**src/rtl/mult_result_acc.sv**
```systemverilog
// mult_result_acc: sums NACC unsigned multiplier products per frame and
// hands each frame total downstream through a valid/ready handshake.
// The beat that completes a pending frame's handshake may open the next
// frame in the same cycle, so a continuous stream runs without bubbles.
// Optional build macro: MULT_RESULT_ACC_SATURATE_EN clamps the sum at
// 2^ACCW-1 on carry-out instead of wrapping.
module mult_result_acc #(
  parameter int WIDTHP = 40,
  parameter int ACCW   = 42,
  parameter int NACC   = 16
) (
  input  logic              clk,
  input  logic              rst,
  input  logic              in_valid,
  input  logic [WIDTHP-1:0] in_data,
  output logic              in_ready,
  output logic              out_valid,
  input  logic              out_ready,
  output logic [ACCW-1:0]   out_data,
  output logic              out_ovf,
  output logic              err_drop
);

  typedef enum logic {
    ACC  = 1'b0,
    FULL = 1'b1
  } state_e;

  localparam logic [7:0] LastBeat = 8'(NACC - 1);

  state_e            state_q, state_d;
  logic [ACCW-1:0]   acc_q, acc_d;
  logic [7:0]        cnt_q, cnt_d;
  logic              ovf_q, ovf_d;
  logic              errDrop_q, errDrop_d;

  logic              beatAccept;
  logic              outHandshake;
  logic [ACCW:0]     inExt;
  logic [ACCW:0]     sumExt;
  logic              addCarry;
  logic [ACCW-1:0]   addResult;

  // Handshake qualifiers; in_ready is combinational from out_ready so a
  // draining frame can accept the first beat of the next one.
  always_comb begin
    in_ready     = (state_q == ACC) | out_ready;
    out_valid    = (state_q == FULL);
    beatAccept   = in_valid & in_ready;
    outHandshake = out_valid & out_ready;
    out_data     = acc_q;
    out_ovf      = ovf_q;
    err_drop     = errDrop_q;
  end

  // Zero-extend the product and form the ACCW-bit sum with its carry-out;
  // the extra top bit of the sum is the carry.
  always_comb begin
    inExt               = '0;
    inExt[WIDTHP-1:0]   = in_data;
    sumExt              = {1'b0, acc_q} + inExt;
    addCarry            = sumExt[ACCW];
`ifdef MULT_RESULT_ACC_SATURATE_EN
    addResult           = addCarry ? {ACCW{1'b1}} : sumExt[ACCW-1:0];
`else
    addResult           = sumExt[ACCW-1:0];
`endif
  end

  // Next-state logic: accumulate in ACC, hold in FULL until the sum is
  // taken, then either clear or restart the frame with a coincident beat.
  always_comb begin
    state_d   = state_q;
    acc_d     = acc_q;
    cnt_d     = cnt_q;
    ovf_d     = ovf_q;
    errDrop_d = errDrop_q | (in_valid & ~in_ready);
    unique case (state_q)
      ACC: begin
        if (beatAccept) begin
          acc_d = addResult;
          cnt_d = cnt_q + 8'd1;
          ovf_d = ovf_q | addCarry;
          if (cnt_q == LastBeat) begin
            state_d = FULL;
          end
        end
      end
      FULL: begin
        if (outHandshake) begin
          state_d = ACC;
          ovf_d   = 1'b0;
          if (beatAccept) begin
            acc_d = inExt[ACCW-1:0];
            cnt_d = 8'd1;
          end else begin
            acc_d = '0;
            cnt_d = 8'd0;
          end
        end
      end
      default: begin
        state_d = ACC;
      end
    endcase
  end

  // State registers with synchronous reset that overrides any beat or
  // handshake in the same cycle.
  always_ff @(posedge clk) begin
    if (rst) begin
      state_q   <= ACC;
      acc_q     <= '0;
      cnt_q     <= '0;
      ovf_q     <= 1'b0;
      errDrop_q <= 1'b0;
    end else begin
      state_q   <= state_d;
      acc_q     <= acc_d;
      cnt_q     <= cnt_d;
      ovf_q     <= ovf_d;
      errDrop_q <= errDrop_d;
    end
  end

endmodule

```
**config.mk**
```make
export PLATFORM = sky130hd
export DESIGN_NAME = mult_result_acc
export DESIGN_NICKNAME = d
export VERILOG_FILES = /design/src/rtl/mult_result_acc.sv
export SDC_FILE = /design/constraint.sdc
export NUM_CORES = 1
export LEC_CHECK = 0
export BUFFER_PORTS_ARGS = -buffer_cell sky130_fd_sc_hd__buf_2
export CAP_MARGIN = 10
export CELL_PAD_IN_SITES_DETAIL_PLACEMENT = 2
export CELL_PAD_IN_SITES_GLOBAL_PLACEMENT = 2
export CORE_ASPECT_RATIO = 0.9
export CORE_MARGIN = 4
export CORE_UTILIZATION = 32
export CTS_BUF_LIST = sky130_fd_sc_hd__clkbuf_16
export CTS_CLUSTER_SIZE = 8
export DETAILED_ROUTE_END_ITERATION = 8
export PLACE_DENSITY_LB_ADDON = 0.1
export SYNTH_ARGS = -nofsm -noshare
export SYNTH_HDL_FRONTEND = slang
export SYNTH_SLANG_ARGS = --single-unit
```
**constraint.sdc**
```tcl
create_clock -name clk -period 3.2 [get_ports clk]
set_clock_uncertainty 0.1 [all_clocks]
set_input_delay 0.64 -clock clk [delete_from_list [all_inputs] [get_ports clk]]
set_output_delay 0.64 -clock clk [all_outputs]
set_load 0.05 [all_outputs]
```
==> results.json, run 1 <==
{
  "status": "finished, final reports clean",
  "via_per_inst": 5.79,
  "endpoint_kind": "flip-flop",
  "initial_utilization_pct": 32.7,
  "grt_pass1_wl_mm": 31.9,
  "cp-start-kind": "input port",
  "hold_violations": 0,
  "ys_seq_area_share_pct": 22.1,
  "synthTopCellsByArea": "dfxtp_1 22%, ha_1 11%, nand2_1 7.5%, a22oi_1 5.3%, a211oi_1 4.7%",
  "use_met3_pct": 2.67,
  "use_met2_pct": 40.9,
  "die_h_um": 124,
  "globalRouteOverflowTotal": 0,
  "cts_tree": "yes",
  "nNetsFinal": 811,
  "final_cell_mix": "96 x nand2_1, 89 x buf_2, 55 x nor2_1",
  "r2r_setup_slack_ns": 0.32,
  "cp_max_fo": 5,
  "crit_arrival_ns": 3.12,
  "clock_latency_ns": 0.31,
  "power_uw": 2910,
  "synthFlopType": "dfxtp_1",
  "cts_max_level": 2,
  "muxShareOfSynthArea_pct": 0,
  "yosys_warnings": 0,
  "synth_top_cell_by_area": "dfxtp_1",
  "hold_class": "flip-flop to flip-flop",
  "period_minus_slack_ns": 2.99,
  "max_freq_mhz": 334,
  "syn_area_per_cell_um2": 7.44,
  "power_density_nw_per_um2": 511,
  "setup_violations": 0,
  "cts_root_buffer": "clkbuf_16",
  "yosysUniqueCellTypes": 67,
  "relSlewSlack_pct": 54.4,
  "core_um2": 14700,
  "antenna_found_initial": 0,
  "ir_drop_v": 0.000238,
  "grt_max_degree": 49,
  "dp_cells": 916,
  "worstMarginPinSlew_ns": 0.684,
  "cp_data_required_time_ns": 3.33,
  "vias": 5349,
  "syn_area_um2": 4810,
  "dpl.hpwl_mm": 14.8,
  "busiest_layer": "met2",
  "synth-edff-count": 0,
  "ios": 90,
  "areaGrowthSynthToFinish_pct": 18.6,
  "synth.top_cell.area_share_pct": 22.1,
  "clockBufferDepth": 2,
  "rsz0062_at_grt": "no",
  "drive_gt1_share_pct": 20.2,
  "dr.pass1.iters": 4,
  "slew_viol_final": 0,
  "synthXorXnorAreaFrac_pct": 6.56,
  "final_core_util_pct": 38.7,
  "cap_violations": 0,
  "cts_sinks": 53,
  "leakagePower_uw": 0.00254,
  "drc": 0,
  "hold_ws_ns": 0.382,
  "antenna_left": 0,
  "routabilityCongestion": 0.823,
  "diodes": 0,
  "cts_buffers": 5,
  "gr-usage-all-layers_pct": 23.3,
  "die_x_um": 137,
  "path_class": "input port to flip-flop",
  "cts.hold.buffers_added": 0,
  "die_area_um2": 17000,
  "clk_pin_slew_ns": 0.08,
  "syn_inst": 646,
  "synthSimpleGateAreaFrac_pct": 21.5,
  "synthArstFlopShare_pct": 0,
  "fin_cells": 924,
  "wl_mm": 19.8,
  "drtIter0Drc": 249,
  "synth_top_family_by_area": "compound AO/OA/AOI/OAI gates",
  "grt_pass1_vias": 5897,
  "synth_compound_area_share_pct": 34.4,
  "min_period_over_period_pct": 93.5,
  "portBuffers": 89,
  "final_common_cell": "nand2_1",
  "grt_use_met1_pct": 30.4,
  "wl_per_cell_um": 21.4,
  "synth-seq-cells": 53,
  "synthAdderAreaFrac_pct": 11.1,
  "rows": 42,
  "synth_nets": 732
}
critical path, stage by stage:
cell      delay [ns]
buf_2           0.11
ha_1            0.23
fa_1            0.41
a211oi_1        0.31
o21ai_1         0.18
o21ai_2         0.21
o22ai_2         0.15
o21ba_2         0.29
a41oi_1         0.26
xor2_1          0.10
a211oi_1        0.22
flip-flops by register name (all words and copies together), names as in the netlist:
| signal | flops |
|---|---|
| err_drop | 1 |
| cnt_q | 8 |
| out_ovf | 1 |
| out_valid | 1 |
| out_data | 42 |
final timing paths:
| path | start | to | cells after the start |
|---|---|---|---|
| setup reg to reg | out_data[0]$_SDFFE_PP0P_ | out_data[28]$_SDFFE_PP0P_ | 10 |
| hold / removal | err_drop$_SDFF_PP0_ | err_drop$_SDFF_PP0_ | 2 |
| hold reg to reg | err_drop$_SDFF_PP0_ | err_drop$_SDFF_PP0_ | 2 |
| setup / recovery | in_data[0] | out_data[28]$_SDFFE_PP0P_ | 11 |
report_power, final:
group          switching, uW  internal [uW]
logic                    936            497
clock network            300            372
registers               71.8            734
total                   1310           1600
metal layers:
metal	share of wire (%)	wire, um	vias up
met5	0	0	-
met4	1.3	266	0
met3	3.2	639	21
met2	50	9840	90
met1	46	9060	2693
li1	-	-	2545
cell usage after synthesis (all sizes together), types with 8 or more instances:
library cell and number:
a211oi 33, a21o 24, a21oi 48, a22oi 34, a31oi 9, buf 9
clkbuf 34, dfxtp 53, ha 41, inv 9, nand2 96, nand2b 9
nand3 14, nand4 12, nor2 56, nor3 17, o21ai 35, o21bai 8
xnor2 13, xor2 23
cell families (layout without fill, tap and decap cells):
group | after synthesis | count (layout)
flops | 53 | 53
xor+xnor | 36 | 36
buf+inv | 52 | 132
compound gates | 235 | 235
simple gates | 228 | 228
fa+ha+maj | 42 | 42
what timing repair did:
action                     4_1_cts  5_1_grt
resized for setup                0        1
setup endpoints to repair        0        1
setup buffers                    0        0
area by class of cell:
cell class	count	area [um2]
clock buffer	5	125
clock inverter	3	46.3
fill	1758	9020
inverter	9	33.8
multi-input combinational	541	3540
sequential	53	1060
tap	198	248
timing repair buffer	115	641
stage by stage:
| stage | area, um2 | TNS (ns) | worst slack (ns) |
|---|---|---|---|
| after floorplan | 4810 | 0 | 0.308 |
| after global placement | 5520 | -0.165 | -0.0593 |
| after detailed placement | 5520 | -0.356 | -0.121 |
| after CTS | 5690 | 0 | 0.179 |
| after global routing | 5700 | 0 | 0.0271 |
| final | 5700 | 0 | 0.209 |
(Power assumes the default switching activity.)
==> run 2, diff against run 1 <==
==> constraint.sdc (replaced) <==
create_clock -name clk -period 3 [get_ports clk]
set_clock_uncertainty 0.1 [all_clocks]
set_input_delay 0.6 -clock clk [delete_from_list [all_inputs] [get_ports clk]]
set_output_delay 0.6 -clock clk [all_outputs]
set_load 0.05 [all_outputs]
==> run 2 against run 1 <==
Combinational power up 10%. Final area up 2.9%. Worst setup slack worse by 0.11 ns. Routed wire length up 0.34%. Clock-buffer cell count unchanged. Die area unchanged. Non-clock buffer count up 16. Worst hold slack better by 0.021 ns. Clock power up 8.9%. Power up 8.9%. Critical path type unchanged.
==> results.json, run 2 (synthesized netlist as in run 1, its figures left out) <==
{
  "cp-start-kind": "input port",
  "nNetsFinal": 827,
  "final_core_util_pct": 39.8,
  "vias": 5383,
  "final_common_cell": "nand2_1",
  "path_class": "input port to flip-flop",
  "hold_violations": 0,
  "cp-endpoint": "out_data[28]$_SDFFE_PP0P_",
  "portBuffers": 89,
  "dr.pass1.iters": 4,
  "cp_data_required_time_ns": 3.13,
  "rows": 42,
  "status": "finished, final reports clean",
  "r2r-end": "out_data[28]$_SDFFE_PP0P_",
  "cap_violations": 0,
  "wl_per_cell_um": 21.1,
  "cts_tree": "yes",
  "die_area_um2": 17000,
  "place_ws_ns": -0.360,
  "drtIter0Drc": 245,
  "cts_root_buffer": "clkbuf_16",
  "clockBufferDepth": 2,
  "min_period_over_period_pct": 96.8,
  "cts_buffers": 5,
  "worst_slack_ns": 0.0946,
  "largest_reg_flops": 42,
  "cts.hold.buffers_added": 0,
  "cts_sinks": 53,
  "grt_pass1_vias": 5938,
  "rsz0062_at_grt": "no",
  "leakagePower_uw": 0.00262,
  "startpoint": "in_data[0]",
  "relSlewSlack_pct": 55.7,
  "ir_drop_v": 0.000243,
  "nFillCells": 1762,
  "antenna_left": 0,
  "period_minus_slack_ns": 2.91,
  "endpoint_kind": "flip-flop",
  "die_h_um": 124,
  "r2r_setup_slack_ns": 0.16,
  "ios": 90,
  "slew_viol_final": 0,
  "gr-usage-all-layers_pct": 23.4,
  "power_density_nw_per_um2": 541,
  "clock_latency_ns": 0.31,
  "die_x_um": 137,
  "via_per_inst": 5.73,
  "setup_violations": 0,
  "final_cell_mix": "96 x nand2_1, 89 x buf_2, 55 x nor2_1",
  "reg2reg_depth": 10,
  "cp_max_fo": 5,
  "crit_arrival_ns": 3.03,
  "grt_max_degree": 34,
  "hold_class": "flip-flop to flip-flop",
  "wl_mm": 19.9,
  "routabilityCongestion": 0.857,
  "cts_max_level": 2,
  "max_freq_mhz": 344,
  "diodes": 0,
  "drive_gt1_share_pct": 22.5,
  "drc": 0,
  "dpl.hpwl_mm": 15.1,
  "initial_utilization_pct": 32.7,
  "antenna_found_initial": 0,
  "r2r-start": "out_data[0]$_SDFFE_PP0P_",
  "globalRouteOverflowTotal": 0,
  "areaGrowthSynthToFinish_pct": 22.0,
  "worstMarginPinSlew_ns": 0.664,
  "clk_pin_slew_ns": 0.08,
  "core_um2": 14700,
  "grt_pass1_wl_mm": 31.9
}
-- run 2: cell types whose count changed in the layout (fill, tap and decap cells not counted) --
cell | before | now
a211oi_1 | 30 | 29
a21oi_4 | 0 | 1
o22ai_4 | 0 | 1
o22ai_2 | 1 | 0
o21ai_1 | 8 | 7
a21oi_2 | 4 | 3
a41oi_2 | 0 | 1
a31oi_1 | 8 | 7
o21ai_4 | 0 | 1
a41oi_1 | 1 | 0
a211oi_2 | 3 | 4
a31oi_2 | 1 | 2
buf_4 | 26 | 42
-- run 2: layout make-up --
type	count	area, um2	share of cell area [%]
timing repair buffer	131	761	13.0
clock buffer	5	125	2.13
clock inverter	3	46.3	0.790
sequential	53	1060	18.1
tap	198	248	4.23
multi-input combinational	541	3590	61.2
inverter	9	33.8	0.576
-- run 2: worst max-delay path, cell delays in order --
cell,delay [ns]
buf_2,0.11
ha_1,0.22
fa_1,0.42
a211oi_2,0.28
o21ai_2,0.14
o21ai_4,0.22
o22ai_4,0.13
o21ba_2,0.30
a41oi_2,0.24
xor2_1,0.10
a211oi_1,0.27
-- run 2: worst min path at each step --
stage / from / endpoint / slack (ns) / cells past startpoint
2_1_floorplan: cnt_q[0]$_SDFFE_PP0P_ / cnt_q[0]$_SDFFE_PP0P_ / 0.37 / 1
3_3_place_gp: err_drop$_SDFF_PP0_ / err_drop$_SDFF_PP0_ / 0.34 / 2
3_5_place_dp: err_drop$_SDFF_PP0_ / err_drop$_SDFF_PP0_ / 0.39 / 2
4_1_cts: err_drop$_SDFF_PP0_ / err_drop$_SDFF_PP0_ / 0.41 / 2
5_1_grt: out_data[5]$_SDFFE_PP0P_ / out_data[5]$_SDFFE_PP0P_ / 0.44 / 2
6_report: err_drop$_SDFF_PP0_ / err_drop$_SDFF_PP0_ / 0.40 / 2
-- run 2: report_power, final --
group	switching (uW)	total, uW	internal [uW]	leakage, uW
sequential	76.8	859	783	0.000439
clock	334	732	398	0.0000800
combinational	1010	1580	568	0.00211
total	1420	3170	1750	0.00262
-- run 2: metal layers --
| metal | vias up | track usage (%) | wire length [um] |
|---|---|---|---|
| met2 | 94 | 40.4 | 9900 |
| met1 | 2706 | 30.9 | 9130 |
| li1 | 2573 | - | - |
| met5 | - | 0 | 0 |
| met4 | 0 | 5.05 | 145 |
| met3 | 10 | 2.79 | 698 |
-- run 2: metrics by stage --
step	cell area [um2]	total power [uW]	cells	hold slack, ns	TNS [ns]
floorplan	4810	1960	646	0.373	0
global placement	5640	2370	931	0.344	-1.75
detailed placement	5640	2420	931	0.392	-3.05
CTS	5820	3180	939	0.413	0
global route	5860	3370	940	0.442	0
finish	5860	3170	940	0.404	0
-- run 2: timing repair --
action                     CTS  global route
pin swaps                    0             1
resized for setup            2             6
setup endpoints to repair    2            12
buffers inserted             0             1
==> run 3, diff against run 2 <==
--- a/config.mk
+++ b/config.mk
@@ -10,7 +10,7 @@
 export CELL_PAD_IN_SITES_DETAIL_PLACEMENT = 2
 export CELL_PAD_IN_SITES_GLOBAL_PLACEMENT = 2
 export CORE_ASPECT_RATIO = 0.9
-export CORE_MARGIN = 4
+export CORE_MARGIN = 2
 export CORE_UTILIZATION = 32
 export CTS_BUF_LIST = sky130_fd_sc_hd__clkbuf_16
 export CTS_CLUSTER_SIZE = 8
==> run 3 against run 2 <==
Global-route usage rose by 1.4 points. Via count grew 0.19%. Fmax grew 2.5%. Final cell count rose by 0.43%. Highest routed layer unchanged. Largest cell class unchanged. Power is 0.76% higher. Critical endpoint unchanged. First-iteration DRC count down 6.9%. Sequential share of layout area fell by 0.077 points. Clock power rose by 2%. Worst hold slack lost 0.020 ns.
==> results.json, run 3 (synthesized netlist as in run 1, its figures left out) <==
{
  "endpoint_kind": "flip-flop",
  "cap_violations": 0,
  "drtIter0Drc": 228,
  "nFillCells": 1775,
  "ir_drop_v": 0.000242,
  "clockBufferDepth": 2,
  "period_minus_slack_ns": 2.84,
  "nNetsFinal": 830,
  "core_um2": 14700,
  "globalRouteOverflowTotal": 0,
  "die_area_um2": 16000,
  "dp_cells": 935,
  "wl_per_cell_um": 20.7,
  "worstMarginPinSlew_ns": 0.630,
  "slew_viol_final": 0,
  "max_freq_mhz": 353,
  "gr-usage-all-layers_pct": 24.7,
  "drive_gt1_share_pct": 22.8,
  "p_int_uw": 1760,
  "cts_sinks": 53,
  "vias": 5393,
  "seq_area_um2": 1060,
  "portBuffers": 89,
  "antenna_left": 0,
  "power_density_nw_per_um2": 543,
  "via_per_inst": 5.71,
  "cp-start-kind": "input port",
  "cts_buffers": 5,
  "min_period_over_period_pct": 94.5,
  "cts_max_level": 2,
  "largest_reg_flops": 42,
  "grt_max_degree": 46,
  "fin_cells": 944,
  "drc": 0,
  "swShare_pct": 45.0,
  "wl_mm": 19.5,
  "multiInputGateArea_um2": 3590,
  "hold_ws_ns": 0.383,
  "grt_pass1_vias": 5849,
  "hold_class": "flip-flop to flip-flop",
  "areaGrowthSynthToFinish_pct": 22.5,
  "clk_pin_slew_ns": 0.08,
  "grt_pass1_wl_mm": 31.4,
  "cts_root_buffer": "clkbuf_16",
  "final_cell_mix": "96 x nand2_1, 89 x buf_2, 55 x nor2_1",
  "cp_data_required_time_ns": 3.13,
  "cts.hold.buffers_added": 0,
  "ios": 90,
  "setup_violations": 0,
  "path_class": "input port to flip-flop",
  "slowest_delay_ns": 0.41,
  "die_h_um": 120,
  "p_comb_share_pct": 49.9,
  "leakagePower_uw": 0.00264,
  "final_common_cell": "nand2_1",
  "power_frac_clock_pct": 23.3,
  "die_x_um": 133,
  "status": "finished, final reports clean",
  "path_cells": "buf_2 > ha_1 > fa_1 > a211oi_2 > o21ai_2 > o21ai_4 > o22ai_4 > o21ba_2 > a41oi_2 > xor2_1 > a211oi_1",
  "cts_tree": "yes",
  "cp_max_fo": 5,
  "crit_arrival_ns": 2.97,
  "rows": 42,
  "cts_setup_buffers": 0,
  "rsz0062_at_grt": "no",
  "hold_violations": 0,
  "slowest_stage": "fa_1",
  "dr.pass1.iters": 4,
  "p_sw_uw": 1440,
  "relSlewSlack_pct": 58.0,
  "clock_latency_ns": 0.32,
  "pwr-share-seq_pct": 26.9,
  "dpl.hpwl_mm": 14.8,
  "routabilityCongestion": 0.854,
  "initial_utilization_pct": 32.7,
  "antenna_found_initial": 1
}
## run 3: cell count changes in the layout (fill, tap and decap cells not counted), sizes merged
cell   change
buf        +3
diode      +1
## run 3: cell type report
type	count	area share, %
diodes	1	0.0425
clock buffers	5	2.12
clock inverters	3	0.786
inverters	9	0.574
multi-input cells	541	60.9
flip-flops and latches	53	18.0
well taps	198	4.21
repair buffers	134	13.3
## run 3: repair_timing
action / 4_1_cts / 5_1_grt
resized for setup: 0 / 8
setup endpoints to repair: 0 / 13
endpoints found under the hold margin: 0 / 0
## run 3: metrics by stage
stage / power, uW / utilization (%) / cell area (um2) / setup TNS, ns / setup slack [ns]
global placement: 2380 / 38.5 / 5670 / -1.84 / -0.235
floorplan: 1960 / - / 4810 / 0 / 0.148
detailed placement: 2430 / 38.5 / 5670 / -2.33 / -0.323
finish: 3190 / 40.0 / 5890 / 0 / 0.165
CTS: 3190 / 39.7 / 5840 / 0 / 0.00279
global route: 3390 / 40.0 / 5890 / 0 / 0.000410
## run 3: metal layers
| metal | vias to the layer above | global-route usage, % | wire (um) |
|---|---|---|---|
| met5 | - | 0 | 0 |
| met4 | 0 | 5.98 | 279 |
| met3 | 14 | 3.02 | 556 |
| met2 | 76 | 43.5 | 9660 |
| met1 | 2722 | 32.3 | 9060 |
| li1 | 2581 | - | - |
## run 3: power by group through the flow
stage / Combinational [uW] / Sequential [uW] / Clock (uW)
4_1_cts: 1570 / 858 / 757
6_report: 1590 / 859 / 743
3_3_place_gp: 1510 / 867 / 0
2_1_floorplan: 840 / 1120 / 0
3_5_place_dp: 1560 / 874 / 0
5_1_grt: 1730 / 870 / 790
## run 3: worst max-delay path, delay by kind of cell
family	cells	cell delay [ns]
AO/OA/AOI/OAI	7	1.54
buffers and inverters	1	0.11
adder cells (fa/ha/maj)	2	0.63
XOR/XNOR	1	0.09
## run 3: final timing paths
path | from | endpoint | slack, ns | depth (start not counted)
setup / recovery | in_data[0] | out_data[28]$_SDFFE_PP0P_ | 0.16 | 11
setup reg to reg | out_data[0]$_SDFFE_PP0P_ | out_data[28]$_SDFFE_PP0P_ | 0.22 | 10
hold / removal | err_drop$_SDFF_PP0_ | err_drop$_SDFF_PP0_ | 0.38 | 2
hold reg to reg | err_drop$_SDFF_PP0_ | err_drop$_SDFF_PP0_ | 0.38 | 2
